--- config.mk ---
export PLATFORM = sky130hd
export DESIGN_NAME = icache_direct_mapped
export DESIGN_NICKNAME = d
export VERILOG_FILES = /design/src/rtl/icache_direct_mapped.sv
export SDC_FILE = /design/constraint.sdc
export NUM_CORES = 1
export LEC_CHECK = 0
export ABC_AREA = 1
export BUFFER_PORTS_ARGS = -buffer_cell sky130_fd_sc_hd__buf_4
export CAP_MARGIN = 20
export CORE_MARGIN = 2
export CORE_UTILIZATION = 55
export DETAILED_ROUTE_END_ITERATION = 8
export PLACE_DENSITY = 0.75
export SETUP_SLACK_MARGIN = 0.5
export SYNTH_ARGS = -nofsm -noshare
export SYNTH_HDL_FRONTEND = slang
export SYNTH_SLANG_ARGS = --single-unit
--- constraint.sdc ---
create_clock -name CLK -period 3.7 [get_ports CLK]
set_clock_uncertainty 0.2 [all_clocks]
set_input_delay 0.37 -clock CLK [delete_from_list [all_inputs] [get_ports CLK]]
set_output_delay 0.37 -clock CLK [all_outputs]
set_load 0.02 [all_outputs]
--- src/rtl/icache_direct_mapped.sv ---
// Direct-mapped, one-word-per-frame, read-only L1 instruction cache with hit/miss counters.
// Latency: a hit returns ihit/imemload in the same cycle; a miss costs 1 + memory wait cycles + 1.
// Backpressure: the fetch stage stalls on !ihit, and the fill holds iREN/iaddr steady while iwait is high.
module icache_direct_mapped #(
    parameter int SETS   = 16,
    parameter int WORD_W = 32,
    parameter int CNT_W  = 32
) (
    input  logic              CLK,
    input  logic              RST,
    input  logic              imemREN,
    input  logic [WORD_W-1:0] imemaddr,
    output logic              ihit,
    output logic [WORD_W-1:0] imemload,
    output logic              iREN,
    output logic [WORD_W-1:0] iaddr,
    input  logic              iwait,
    input  logic [WORD_W-1:0] iload,
    output logic [CNT_W-1:0]  hit_count,
    output logic [CNT_W-1:0]  miss_count
);

    localparam int IDX   = $clog2(SETS);
    localparam int TAG_W = WORD_W - IDX - 2;

    typedef enum logic {IDLE, FILL} state_t;

    state_t              r_state;
    state_t              w_next;
    logic [SETS-1:0]     r_valid;
    logic [TAG_W-1:0]    r_tag  [SETS];
    logic [WORD_W-1:0]   r_data [SETS];
    logic [WORD_W-3:0]   r_miss_word;   // word address of the pending fill
    logic [CNT_W-1:0]    r_hit_count;
    logic [CNT_W-1:0]    r_miss_count;

    logic [IDX-1:0]      w_idx;
    logic [TAG_W-1:0]    w_tag;
    logic [IDX-1:0]      w_fill_idx;
    logic [TAG_W-1:0]    w_fill_tag;
    logic                w_hit;
    logic                w_start_miss;
    logic                w_fill_done;
    logic                w_unused;

    assign w_idx      = imemaddr[IDX+1:2];
    assign w_tag      = imemaddr[WORD_W-1:IDX+2];
    assign w_fill_idx = r_miss_word[IDX-1:0];
    assign w_fill_tag = r_miss_word[WORD_W-3:IDX];
    // Byte offset within the word has no meaning for an instruction fetch.
    assign w_unused   = &{1'b0, imemaddr[1:0]};

    assign w_hit        = (r_state == IDLE) && imemREN && r_valid[w_idx] && (r_tag[w_idx] == w_tag);
    assign w_start_miss = (r_state == IDLE) && imemREN && !w_hit;
    assign w_fill_done  = (r_state == FILL) && !iwait;

    // Fetch-side and memory-side outputs; everything is zero unless a hit or fill is active.
    always_comb begin
        ihit     = w_hit;
        imemload = w_hit ? r_data[w_idx] : '0;
        iREN     = (r_state == FILL);
        iaddr    = (r_state == FILL) ? {r_miss_word, 2'b00} : '0;
    end

    // Next state: a miss opens a fill, which runs to completion regardless of fetch-side changes.
    always_comb begin
        w_next = r_state;
        case (r_state)
            IDLE:    if (w_start_miss) w_next = FILL;
            FILL:    if (!iwait)       w_next = IDLE;
            default:                   w_next = IDLE;
        endcase
    end

    // State register; reset aborts any fill in flight.
    always_ff @(posedge CLK or posedge RST) begin
        if (RST) r_state <= IDLE;
        else     r_state <= w_next;
    end

    // Valid bits, miss address latch and saturating statistics counters.
    always_ff @(posedge CLK or posedge RST) begin
        if (RST) begin
            r_valid      <= '0;
            r_miss_word  <= '0;
            r_hit_count  <= '0;
            r_miss_count <= '0;
        end else begin
            if (w_start_miss)
                r_miss_word <= imemaddr[WORD_W-1:2];
            if (w_fill_done) begin
                r_valid[w_fill_idx] <= 1'b1;
                if (r_miss_count != '1)
                    r_miss_count <= r_miss_count + CNT_W'(1);
            end
            if (w_hit && (r_hit_count != '1))
                r_hit_count <= r_hit_count + CNT_W'(1);
        end
    end

    // Tag and data storage need no reset: valid bits gate every use.
    always_ff @(posedge CLK) begin
        if (w_fill_done) begin
            r_tag[w_fill_idx]  <= w_fill_tag;
            r_data[w_fill_idx] <= iload;
        end
    end

    assign hit_count  = r_hit_count;
    assign miss_count = r_miss_count;

endmodule

-- Word level (Yosys, flattened, before mapping)
Memory sizes are Yosys's and may differ from the RTL's.
Cells that the tools add are included.
- register bits: 111
- output and inout bits: 130
- memory bits (writable): 928
- memories kept: 2
- logic and storage cells: 38
- memories (name ; depth ; bits a word ; read ports ; clocked after memory_dff ; wr ports ; RTL line ; text):
    r_data ; 16 ; 32 ; 1 ; 0 ; 1 ; 32 ; logic [WORD_W-1:0] r_data [SETS];
    r_tag ; 16 ; 26 ; 1 ; 0 ; 1 ; 31 ; logic [TAG_W-1:0] r_tag [SETS];
- eq/ne operators: 3
- $lt $le $gt $ge: 3
- muxes and demuxes: 11
- reduce and logical (&&, ||, !) cells: 10
- $add $sub $neg: 2
- bitwise operators: 2
- operators by type and width (cell ; number):
    $add 32x1->32 const B ; 2
    $mux 32 ; 2
    $ne 32x32->1 const B ; 2
    $eq 26x26->1 ; 1
    $or 16x16->16 ; 1
    $lt 4x5->1 const B ; 2
    $logic_and 1x1->1 ; 7
    $mux 1 ; 6
    $bmux 1 s4 ; 1
    $demux 1 s4 ; 1
    $ge 4x1->1 const B ; 1
    $logic_not 1->1 ; 2
    $pmux 1 s2 ; 1
    $reduce_and 2->1 ; 1
    $not 1->1 ; 1

-- Longest topological paths before layout
- depth in word-level cells: 8
- depth in mapped cells: 21

-- Worst setup path after synthesis
No wires, ideal clock.
- kind: reg-to-reg
- start: register r_state, in the netlist iREN
- end: memory r_data[2][0] (enable)
- arrival time: 3.422 ns
- library setup time: 0.475 ns
- stages on the path, launching flop included: 5
- slack: -0.397 ns
- required time: 3.025 ns
- cells stage by stage: dfrtp_1 > nand2_1 > inv_1 > nand3_1 > nor2_1
- cells in the longest elaborated chain, start to end: 3
- ends and longest elaborated chain (element ; RTL line ; text):
    start: declaration ; 28 ; state_t r_state;
    start signal: assignment ; 78 ; else r_state <= w_next;
    $logic_and 1x1->1 ; 55 ; assign w_fill_done = (r_state == FILL) && !iwait;
    $mux 1 ; 103 ; if (w_fill_done) begin
    $mux 1 (implied by the code) ; 105 ; r_data[w_fill_idx] <= iload;
    end: declaration ; 32 ;
No other way between the ends.

-- Final worst setup path
- start: input port imemaddr[3]
- end: output port imemload[29]
- cells in the longest elaborated chain, start to end: 5
- ends and longest elaborated chain (element ; RTL line ; text):
    start: declaration ; 12 ; input logic [WORD_W-1:0] imemaddr,
    parallel branches: the longest is 4 deep, another holds $mem_v2 16x26 ; -- ;
    $mux 32 (*) ; 60 ; imemload = w_hit ? r_data[w_idx] : '0;
    end: declaration ; 14 ; output logic [WORD_W-1:0] imemload,
Every way passes the cells marked *. The select of a mux whose other input is x is not followed.

==> Implementation_results.wiki <==
{| class="wikitable"
! Metric !! Value
|-
| Result of the run || finished, final reports clean
|-
| Number of nets at the end of the flow || 4199
|-
| Number of different library cells in the post-synthesis netlist || 37
|-
| Wire length of the first global-routing pass || 175 mm
|-
| Dominant combinational cell family by area after synthesis || simple AND/OR/NAND/NOR gates
|-
| Smallest hold slack || 0.0738 ns
|-
| Vias after detailed routing || 30900
|-
| Post-synthesis instance area || 43600 sq um
|-
| Pin count of the biggest net entering global routing || 101
|-
| Antenna-violating nets left || 0
|-
| CTS tree || done
|-
| Worst-case vdd ir drop || around 0.44 mV
|-
| GR Util All Layers || 28.0%
|-
| Register bit total from synthesis || 1039
|-
| Routed len/inst || 22.0 um
|-
| H-tree depth || 3
|-
| Antenna violations before repair || 4
|-
| Weighted congestion reported at the end of routability-driven placement || approximately 0.93
|-
| Async set or reset register ratio after synthesis || a little over a tenth
|-
| DIE WIDTH || about 290 um
|-
| Number of remaining DRC errors || 0
|-
| Post-synth EDFFs || roughly 930
|-
| GRT overflow || 0
|-
| Worst Path Max Fanout || between 70 and 80
|-
| Iteration-0 DRC count of the detailed router || roughly 4100
|-
| Leakage || about 20 nW
|-
| Most frequent standard cell in the layout excluding fill and tap cells || nand2_1
|-
| Std cell rows || 103
|-
| Commonest cells after routing, fill and taps aside || nand2_1 (1106), edfxtp_1 (928), nand3_1 (329)
|-
| Count of endpoints failing setup in the final report || 0
|-
| Max-Cap Viols || 0
|-
| Cell area after layout || 51600 sq um
|-
| Sequential cell area || approximately 31000 sq um
|-
| CORE AREA || 78700 sq um
|-
| Setup slack of the critical path after layout || 0.230 ns
|-
| Number of optimization iterations in the first detailed-route pass || 8
|-
| Post-synthesis sequential area ratio || 70.2%
|-
| Dpl ws || 0.114 ns
|-
| Final Cycle Share || a little over nine tenths
|-
| Class of the most critical setup path || in -> out
|-
| Slew at the pin closest to its max-slew limit || 0.949 ns
|-
| Number of clock sinks || ~1000
|-
| Required time at the worst-slack endpoint || 3.13 ns
|-
| Number of warnings issued by yosys || 0
|-
| Sort of element at the start of the critical path || primary input
|-
| Post-synthesis area per instance || 11.3 sq um
|-
| Mux contribution to synthesized area || 0%
|-
| Slew margin rel. || 36.2%
|-
| Vias in the first global route || 29400
|-
| Root cell of the clock tree || clkbuf_16
|-
| Number of buffers added by the clock tree synthesis step || 103
|-
| Area used by multi-input combinational logic || 11600 sq um
|-
| Routed Wire Length || 116 mm
|-
| Final critical path time including I/O delays and setup || 3.47 ns
|-
| Power density over cell area || roughly 510 nW/um^2
|-
| FILL cells || 5580
|-
| Total count of max-transition violations in the final report || 0
|-
| Final Instance Count excl. Fillers || 5267
|-
| Number of hold violations in the final report || 0
|-
| Fraction of layout cells with a size suffix above 1 || 14.2%
|-
| Synthesized-area fraction occupied by adder cells || 0.0573%
|-
| Most used flip-flop cell after synthesis || edfxtp_1
|-
| Top cells by area in the synthesized netlist || edfxtp_1 (64%), nand2_1 (9.7%), dfrtp_1 (6.4%)
|-
| Kind of end point of the critical path || output port
|-
| Post-CTS clock slew at the launch and capture registers of the worst setup and hold paths || 0.06 ns
|-
| Peak Freq || 288 MHz
|-
| Type of the worst min-delay path || in -> reg
|-
| Setup repair after global routing missed its margin || yes
|-
| Synth top area share || 63.8%
|-
| Post-synthesis xor/xnor area fraction || 1.22%
|-
| Top-level port count || 198
|-
| Complex-gate fraction of the synthesized area || 7.12%
|-
| Number of cells produced by synthesis || approximately 3900
|-
| Critical path arrival || approximately 2.9 ns
|-
| Dpl cells || 4998
|-
| Placed inst area || 46800 sq um
|-
| Fraction of the mapped netlist area in simple logic gates || 16.8%
|-
| Later-pin clock latency in the skew report || 0.67 ns
|-
| Area Growth Syn to Fin || 18.2%
|-
| DPL Wire Length || ~60 mm
|-
| Clock buffer depth || 3
|-
| Die area || 81600 sq um
|-
| IO buf count || 193
|-
| Die boundary height || 286 um
|-
| Dominant cell type by area after synthesis || edfxtp_1
|-
| Effective utilization at floorplan || between 50% and 60%
|-
| Vias per std cell || 5.86
|}
==> registers in the layout (all words and copies together), names as in the netlist <==
signal,count
r_data,512
r_tag,416
hit_count,32
miss_count,32
r_miss_word,30
r_valid,16
iREN,1
==> power breakdown <==
| group | switching (mW) | internal (mW) | leakage [nW] |
|---|---|---|---|
| Clock | 4.43 | 6.17 | 1.69 |
| Sequential | 0.385 | 13.4 | 9.80 |
| Combinational | 1.51 | 0.697 | 8.60 |
| Total | 6.33 | 20.2 | 20.1 |
==> layout make-up <==
class	instances	share of cell area, %
sequential	1039	59.4
multi-input combinational	2346	22.4
timing repair buffer	381	6.97
clock buffer	122	5.27
tap	1050	2.55
inverter	257	1.95
clock inverter	70	1.41
timing repair inverter	1	0.0170
antenna	1	0.00485
==> stage by stage <==
| stage | power (mW) | utilization (%) | TNS, ns |
|---|---|---|---|
| 2_1_floorplan | 15.1 | - | -249.78 |
| 3_3_place_gp | 16.0 | 59.4 | 0 |
| 3_5_place_dp | 16.0 | 59.4 | 0 |
| 4_1_cts | 26.6 | 65.0 | 0 |
| 5_1_grt | 27.3 | 65.5 | 0 |
| 6_report | 26.6 | 65.5 | 0 |
==> critical path: stages <==
cell and delay [ns]:
buf_6 0.12, inv_8 0.21, buf_4 0.26, buf_6 0.54, a21oi_1 0.11, a221oi_1 0.47
a311o_1 0.22, o31ai_1 0.21, nor2_4 0.17, buf_6 0.12
==> logic make-up (layout without fill, tap and decap cells) <==
family	count (synthesis)	in the layout
AND/OR/NAND/NOR	1791	1791
AO/OA/AOI/OAI	490	490
XOR/XNOR	61	61
flip-flops	1039	1039
other	1	3
buffers and inverters	480	831
adder cells (fa/ha/maj)	2	2
==> per-layer routing <==
layer  part of all wire (%)  vias up  GRT usage (%)
li1                       -    14000              -
met1                     39    14900           38.2
met2                     49     1630           46.1
met3                    8.9      289           4.09
met4                    3.6        6           10.5
met5                  0.028        -              0
==> timing repair <==
action / CTS / global route
setup buffers: 6 / 8
hold buffers: 60 / 0
pin swaps: 6 / 43
endpoints found under the setup margin: 33 / 65
cloned: 2 / 0
hold endpoints to repair: 577 / 0
gates resized for setup: 91 / 76
==> synthesized netlist by cell type, types with 2 or more instances <==
master,count
o211ai_1,25
xor2_1,42
nor4_1,9
or2_2,7
inv_2,3
ha_1,2
buf_1,26
buf_4,20
o21ai_0,41
edfxtp_1,928
buf_2,64
clkbuf_1,105
buf_6,8
o31ai_1,30
o32ai_1,2
inv_1,252
nor2_1,237
dfrtp_1,111
nand3_1,367
xnor2_1,19
nor3_1,28
nand4_1,13
nand2_1,1123
a221oi_1,104
a311o_1,24
a21oi_1,236
o21ai_1,28
==> path summary, 6_finish.rpt <==
kind	slack, ns	cells past startpoint	endpoint	startpoint
hold reg to reg	0.26	2	r_valid[13]	r_valid[13]
setup / recovery	0.23	10	imemload[29]	imemaddr[3]
min in group asynchronous	0.23	3	hit_count[17]	RST
max in group asynchronous	2.14	4	r_miss_word[28]	RST
hold / removal	0.07	4	r_miss_word[2]	imemaddr[4]
setup reg to reg	0.77	12	hit_count[15]	hit_count[1]
Power figures use the tool's default switching activity.
